==> config.mk <==
export PLATFORM = sky130hd
export DESIGN_NAME = dm_arbiter
export DESIGN_NICKNAME = d
export VERILOG_FILES = /design/src/rtl/dm_arbiter.sv
export SDC_FILE = /design/constraint.sdc
export NUM_CORES = 1
export LEC_CHECK = 0
export BUFFER_PORTS_ARGS = -buffer_cell sky130_fd_sc_hd__buf_2
export CAP_MARGIN = 20
export CORE_AREA = 3 3 164 166
export CTS_CLUSTER_SIZE = 28
export DETAILED_ROUTE_END_ITERATION = 12
export DIE_AREA = 0 0 167 169
export GPL_TIMING_DRIVEN = 0
export RECOVER_POWER = 100
export REMOVE_ABC_BUFFERS = 1
export SYNTH_ARGS = -nofsm -noshare
export SYNTH_HDL_FRONTEND = slang
export SYNTH_SLANG_ARGS = --single-unit
==> constraint.sdc <==
create_clock -name clk -period 1.45 [get_ports clk]
set_input_delay 0.2175 -clock clk [delete_from_list [all_inputs] [get_ports clk]]
set_output_delay 0.2175 -clock clk [all_outputs]
set_load 0.01 [all_outputs]
==> src/rtl/dm_arbiter.sv <==
// dm_arbiter: two-port arbiter/sequencer for the data memory; `DM_RR_EN selects round-robin tie-break
module dm_arbiter #(
  parameter int AW = 12,
  parameter int DW = 64
) (
  input  logic          clk,
  input  logic          rst_n,
  input  logic          req0,
  input  logic          we0,
  input  logic [AW-1:0] addr0,
  input  logic [DW-1:0] wdata0,
  input  logic          req1,
  input  logic          we1,
  input  logic [AW-1:0] addr1,
  input  logic [DW-1:0] wdata1,
  output logic          ack0,
  output logic [DW-1:0] rdata0,
  output logic          ack1,
  output logic [DW-1:0] rdata1,
  output logic [AW-1:0] dm_direccion,
  output logic [DW-1:0] dm_dataWrite,
  output logic          dm_memWr,
  input  logic [DW-1:0] dm_dataRead,
  output logic          busy,
  output logic          owner
);
  typedef enum logic [1:0] {IDLE, ACC, DONE} state_t;
  state_t state, nextState;
  logic weQ;
  logic grant1;
  logic load;
  logic weWin;
  logic ackNext0;
  logic ackNext1;
  logic capture;
`ifdef DM_RR_EN
  logic lastGrant;
  assign grant1 = req1 & (~req0 | ~lastGrant);
  // remember the most recent winner so the other port takes the next tie
  always_ff @(posedge clk)
    if (!rst_n) lastGrant <= 1'b1;
    else if (load) lastGrant <= grant1;
`else
  assign grant1 = req1 & ~req0;
`endif
  // state register
  always_ff @(posedge clk)
    if (!rst_n) state <= IDLE;
    else state <= nextState;
  // next-state: a grant in IDLE runs ACC then DONE, then back to IDLE
  always_comb begin
    nextState = IDLE;
    nextState = (state == IDLE) ? ((req0 | req1) ? ACC : IDLE) :
                (state == ACC)  ? DONE : IDLE;
  end
  // decode of what the registers pick up at the end of this cycle
  always_comb begin
    load = (state == IDLE) & (req0 | req1);
    weWin = grant1 ? we1 : we0;
    ackNext0 = (state == ACC) & ~owner;
    ackNext1 = (state == ACC) & owner;
    capture = (state == ACC) & ~weQ;
  end
  // DM drive, ack and read-data registers; memWr is only ever a flop output
  always_ff @(posedge clk)
    if (!rst_n) begin
      dm_memWr <= 1'b0;
      dm_direccion <= '0;
      dm_dataWrite <= '0;
      weQ <= 1'b0;
      owner <= 1'b0;
      ack0 <= 1'b0;
      ack1 <= 1'b0;
      rdata0 <= '0;
      rdata1 <= '0;
    end else begin
      dm_memWr <= load & weWin;
      ack0 <= ackNext0;
      ack1 <= ackNext1;
      if (load) begin
        dm_direccion <= grant1 ? addr1 : addr0;
        dm_dataWrite <= grant1 ? wdata1 : wdata0;
        weQ <= weWin;
        owner <= grant1;
      end
      if (capture & ~owner) rdata0 <= dm_dataRead;
      if (capture & owner) rdata1 <= dm_dataRead;
    end
  assign busy = state != IDLE;
endmodule

==> impl_results.md, run 1 <==
- Total Power: 16,120 uW
- Final nets: 1,890
- Part of the cycle the worst path needs: 1.102
- Area delta synth->final: 82.23%
- DRC viols: 0
- Status: finished with violations
- Max-cap viol count: 0
- Synth Area in Compound Gates: 0.2090
- Worst slack, placed: -1.168 ns
- Max clock buf depth: 3
- Yosys warning total: 0
- CP startpoint: weQ$_SDFFE_PN0P_
- Avg Inst Size Synth: 8.041 um2
- Synth area leaders: dfxtp_1 (51%), nand2_1 (13%), a311oi_1 (8.0%)
- Number of fill cells: 2,142
- Worst reg-to-reg setup slack: -0.15 ns
- Hold crit path type: primary input to flop
- Final setup vio count: 83
- Vias per cell: 5.255
- Final WS setup: -0.1482 ns
- TritonCTS Buffers: 24
- Most common cell after layout, fill and taps aside: buf_2
- F_max: 0.6257 GHz
- Unrepaired setup endpoints after global routing: true
- Crit Path Class: flop to flop
- Total congestion overflow: 0
- Crit path DAT: 2.00 ns
- Yosys reg bits: 211
- Initial antenna violation count: 1
- CP Capture Type: flop
- Post-route ant nets: 0
- CP cell instances: or4b_4 -> buf_12 -> clkbuf_16 -> nand3_2 -> o21ai_1
- Max VDD drop: 0.001039 V
- Rows: 59
- Vias in the first global route: 10,320
- Worst R2R Path Depth: 5
- Critical path peak fanout: 7
- Dpl hpwl: 20,560 um
- Initial core utilization: 0.3212
- DRT Wirelength: 40,750 um
- Area leader, netlist: dfxtp_1
- Yosys top cell area share: 0.5105
- Sequential Area: 0.004239 mm2
- Worst Path Required: 1.85 ns
- Starting DRT DRC Count: 829
- Largest family of logic cells by synthesized area: simple AND/OR/NAND/NOR gates
- Htree depth: 1
- Cells after Synth: 1,029
- Via count: 10,620
- GP Congestion: 0.7840
- CTS tree: built
- Setup Skew: 0.005463 ns
- Fraction of layout cells with a size suffix above 1: 0.3697
- Global-route wire length before repair: 57,700 um
- CP endpoint: rdata0[61]$_SDFFE_PN0P_
- Seq/Total Area, Yosys: 0.5105
- Adder-Cell Fraction of Synth Area: 0
- Fin crit period: 1.598 ns
- Critical R2R Capture: rdata0[61]$_SDFFE_PN0P_
- Die height: 169 um
- # clock sinks: 211
- Commonest cells after routing, fill and taps aside: buf_2 (428), nand2_1 (281), dlygate4sd3_1 (213)
- Slowest Stage Delay on Critical Path: 0.64 ns
- Worst Tran Pin Value: 0.9444 ns
- Clock transition at the registers of the reported paths: 0.06 ns
- Slew headroom: 0.3704
- Slowest-stage cell, CP: or4b_4
- Routed wire per std cell: 20.16 um
- Drt pass-1 iters: 5
- Simple-gate area share of the yosys netlist: 0.2200
- Largest net degree at the start of global routing: 95
- Mux contribution to synthesized area: 0.001361
- Max-slew violations: 0
- Hold depth: 3
- # port buffers: 430
- Type of origin of the critical path: flop
- Failing checks: setup timing
- Final hold vios: 0
- Core area: 0.02576 mm2
- Reg2reg start: weQ$_SDFFE_PN0P_
- Distinct cell type count after synthesis: 30
- Die ar.: 0.02822 mm2
- Top-level port count: 431
- Post-Synthesis Cell Area: 0.008274 mm2
- Worst-Skew Late Latency: 0.51 ns
- Total leakage power: 0.006798 uW
- Gr usage total: 0.2514
- Clock Tree Root: clkbuf_16
- Die width: 167 um
- Pwr dens: 1069 mW/mm2
- XOR/XNOR Fraction of Synth Area: 0
- Multi-input gate area: 0.003961 mm2
==> power by group <==
| part | internal (uW) | switching [uW] | total [uW] |
|---|---|---|---|
| clock network | 3740 | 2470 | 6210 |
| logic | 1690 | 1790 | 3490 |
| registers | 6200 | 221 | 6420 |
==> layer usage <==
metal  GRT usage  vias up  routed length (um)
met4     0.09541        0                1871
li1            -     4913                   -
met2      0.4442      575               19970
met5           0        -                   0
met3     0.06843      118                3724
met1      0.2910     5014               15190
==> worst min-delay path by stage <==
stage	startpoint	endpoint	slack (ns)
CTS	wdata0[43]	dm_dataWrite[43]$_SDFFE_PN0P_	0.02
finish	wdata0[17]	dm_dataWrite[17]$_SDFFE_PN0P_	0.04
global placement	rdata0[27]$_SDFFE_PN0P_	rdata0[27]$_SDFFE_PN0P_	0.44
global route	wdata0[43]	dm_dataWrite[43]$_SDFFE_PN0P_	0.04
detailed placement	rdata0[36]$_SDFFE_PN0P_	rdata0[36]$_SDFFE_PN0P_	0.45
floorplan	dm_dataRead[0]	rdata1[0]$_SDFFE_PN0P_	0.35
==> final cells by class <==
type | instances | area share
repair buffers | 713 | 0.3733
diodes | 1 | 0.0001660
inverters | 2 | 0.001162
clock inverters | 4 | 0.003402
flip-flops and latches | 211 | 0.2811
well taps | 335 | 0.02780
clock buffers | 39 | 0.05029
multi-input cells | 716 | 0.2627
==> stage by stage <==
stage,utilization,hold WS (ns),cells,setup TNS (ns),cell area (um2)
after CTS,0.5616,0.02256,2001,-6.228,14470
final,0.5853,0.03859,2021,-6.208,15080
after floorplan,-,0.3478,921,-322.54,7792
after detailed placement,0.4135,0.4460,1696,-110.54,10650
after global routing,0.5853,0.03847,2021,-10.39,15080
after global placement,0.4023,0.4404,1686,-786.84,10360
==> synthesized netlist by cell type (all sizes together) <==
master	n
and3	1
a21o	1
nand2b	1
nor2	3
clkbuf	59
dfxtp	211
buf	49
nand3	128
nor3	1
nand2	281
o21ai	129
a311oi	76
inv	1
clkinv	1
a21oi	77
and4bb	1
or4b	1
nor2b	3
mux2	1
and2	2
o311a	1
or2	1
==> timing repair <==
item                                    4_1_cts  5_1_grt
endpoints found under the hold margin       203        0
pin swaps                                    24       59
setup buffers                                28        8
gates cloned                                 22       15
endpoints found under the setup margin      186      162
hold buffers                                213        0
gates resized for setup                      76      115
==> critical path, delay by kind of cell (launching register included) <==
kind | cells | cell delay (ns)
flip-flops | 1 | 0.35
AO/OA/AOI/OAI | 1 | 0.07
buffers and inverters | 2 | 0.37
AND/OR/NAND/NOR | 2 | 0.71
==> kinds of logic (layout without fill, tap and decap cells) <==
group           after synthesis  after routing
buf+inv                     110            758
flops                       211            211
mux                           1              1
compound gates              284            284
other cells                   0              1
simple gates                423            431
==> registers in the layout, indices dropped and copies added (netlist names) <==
name          flops
ack0              1
ack1              1
dm_dataWrite     64
dm_direccion     12
dm_memWr          1
owner             1
rdata0           64
rdata1           64
state             2
weQ               1
Power figures use the tool's default switching activity.
==> run 2: changes to the inputs <==
Settings changed: SETUP_SLACK_MARGIN set to 0.5.
==> run 2 against run 1 <==
Net effect: clock skew rose by 0.0012 ns; clock power increased by 1%; highest routed layer unchanged; largest cell class unchanged; utilization rose by 9.8 points; total power grew 9.6%; combinational power grew 38%; flip-flop and latch count stayed put; sequential power is 2% higher; critical path depth increased by 3; the run still ends with setup timing left; cell count increased by 4.3%.
==> impl_results.md, run 2 (synthesis results as in run 1) <==
- Status: finished with violations
- Failing checks: setup timing
- Dpl hpwl: 20,560 um
- Max clock buf depth: 3
- Max-cap viol count: 0
- Uppermost layer routed: met4
- # clock sinks: 211
- Top flop regs: dm_dataWrite (64), rdata0 (64), rdata1 (64)
- Global-route wire length before repair: 62,310 um
- Total Power: 17,660 uW
- Worst Path Required: 1.88 ns
- Clock Tree Root: clkbuf_16
- Hold crit path type: primary input to flop
- Critical R2R Capture: rdata1[51]$_SDFFE_PN0P_
- Placed cells: 1,696
- Worst reg-to-reg setup slack: -0.17 ns
- Pwr dens: 1003 mW/mm2
- Critical path peak fanout: 6
- Fin crit period: 1.621 ns
- Total leakage power: 0.007611 uW
- Fraction of layout cells with a size suffix above 1: 0.5147
- Final nets: 1,973
- Hold Slack: 0.04643 ns
- Final setup vio count: 111
- Slowest-stage cell, CP: and4bb_4
- Most Frequent Cell on Critical Path: buf_6
- F_max: 0.6167 GHz
- Type of origin of the critical path: flop
- Die ar.: 0.02822 mm2
- Fin cells: 2,107
- Final WS setup: -0.1715 ns
- Setup Skew: 0.006670 ns
- Worst slack, placed: -1.168 ns
- Htree depth: 1
- Vias per cell: 5.551
- Crit Path Class: flop to flop
- Max-slew violations: 0
- CP cell instances: buf_6 -> and4bb_4 -> buf_6 -> buf_6 -> buf_12 -> buf_16 -> nand3_2 -> o21ai_1
- Die width: 167 um
- Slew headroom: 0.3424
- Initial core utilization: 0.3212
- Final hold vios: 0
- Hold depth: 3
- Clock transition at the registers of the reported paths: 0.06 ns
- Part of the cycle the worst path needs: 1.118
- Routed wire per std cell: 23.02 um
- Total congestion overflow: 0
- Initial antenna violation count: 4
- Drt pass-1 iters: 5
- Crit path DAT: 2.05 ns
- Die height: 169 um
- Final instance area: 0.01760 mm2
- # port buffers: 430
- Top-level port count: 431
- Area delta synth->final: 112.7%
- Core area: 0.02576 mm2
- Worst Tran Pin Value: 0.9865 ns
- CTS tree: built
- Unrepaired setup endpoints after global routing: true
- WL met3: 4351 um
- DRT Wirelength: 48,510 um
- Met2 wire length: 24,260 um
- Vias in the first global route: 10,980
- Met1 wire length: 17,090 um
- Most common cell after layout, fill and taps aside: buf_2
- Reg2reg start: weQ$_SDFFE_PN0P_
- DP Area: 0.01065 mm2
- GP Congestion: 0.7840
- Worst R2R Path Depth: 8
- Gr usage total: 0.2749
- Post-route ant nets: 0
- Slowest Stage Delay on Critical Path: 0.36 ns
- Rows: 59
- Via count: 11,700
- Min-delay src: wdata0[17]
- Starting DRT DRC Count: 1,075
- Worst-Skew Late Latency: 0.51 ns
- WHS Endpoint: dm_dataWrite[17]$_SDFFE_PN0P_
- Largest net degree at the start of global routing: 96
- CP Capture Type: flop
- DRC viols: 0
- Commonest cells after routing, fill and taps aside: buf_2 (371), nand2_1 (280), dlygate4sd3_1 (213)
- TritonCTS Buffers: 24
- Max VDD drop: 0.001068 V
[run 2: changes by cell type in the layout (fill, tap and decap cells not counted), sizes merged]
cell / delta
buf: +78
or4b: -1
inv: -1
diode: +3
and4bb: +4
or2: +1
nand2b: +1
clkbuf: -1
bufbuf: +1
clkinv: +1
[run 2: where the power goes]
part | total (uW) | switching, uW | internal (uW)
Sequential | 6550 | 326 | 6230
Combinational | 4830 | 2290 | 2540
Clock | 6270 | 2530 | 3750
[run 2: worst max path at each step]
stage                              startpoint                            end  slack (ns)  cells past startpoint
after floorplan           state[0]$_SDFF_PN0_   dm_dataWrite[0]$_SDFFE_PN0P_       -3.45                      4
after global placement    state[0]$_SDFF_PN0_   dm_dataWrite[8]$_SDFFE_PN0P_       -6.30                      4
after detailed placement                rst_n  dm_dataWrite[38]$_SDFFE_PN0P_       -1.17                      5
after CTS                  owner$_SDFFE_PN0P_        rdata0[42]$_SDFFE_PN0P_       -0.13                      5
after global routing         weQ$_SDFFE_PN0P_        rdata1[51]$_SDFFE_PN0P_       -0.24                      8
final                        weQ$_SDFFE_PN0P_        rdata1[51]$_SDFFE_PN0P_       -0.17                      8
[run 2: critical path: cells and delay by family (launching register included)]
family / cells / cell delay, ns
and+or+nand+nor: 2 / 0.44
buffers and inverters: 5 / 0.60
AOI/OAI and AO/OA: 1 / 0.15
DFF: 1 / 0.35
[run 2: routing by layer]
layer / GRT usage / up-vias
li1: - / 5109
met1: 0.3125 / 5589
met2: 0.4960 / 794
met3: 0.06516 / 204
met4: 0.1119 / 0
met5: 0 / -
[run 2: timing repair]
item	in CTS	in global routing
pin swaps	69	119
gates resized for setup	194	379
setup endpoints to repair	420	418
gates cloned	38	16
hold buffers	213	0
hold endpoints to repair	204	0
buffers inserted	47	49
[run 2: final cells by class]
class                      count  area (um2)
sequential                   211        4319
timing repair buffer         791        7199
clock inverter                 4       51.30
inverter                       2       22.52
multi-input combinational    721        4821
antenna                        4       10.01
clock buffer                  39       758.2
fill                        1712        8163
tap                          335       419.2
[run 2: metrics by stage]
| stage | util | TNS (ns) |
|---|---|---|
| after floorplan | - | -322.54 |
| after global placement | 0.4023 | -786.84 |
| after detailed placement | 0.4135 | -110.54 |
| after CTS | 0.5996 | -6.798 |
| after global routing | 0.6832 | -13.54 |
| final | 0.6832 | -8.347 |
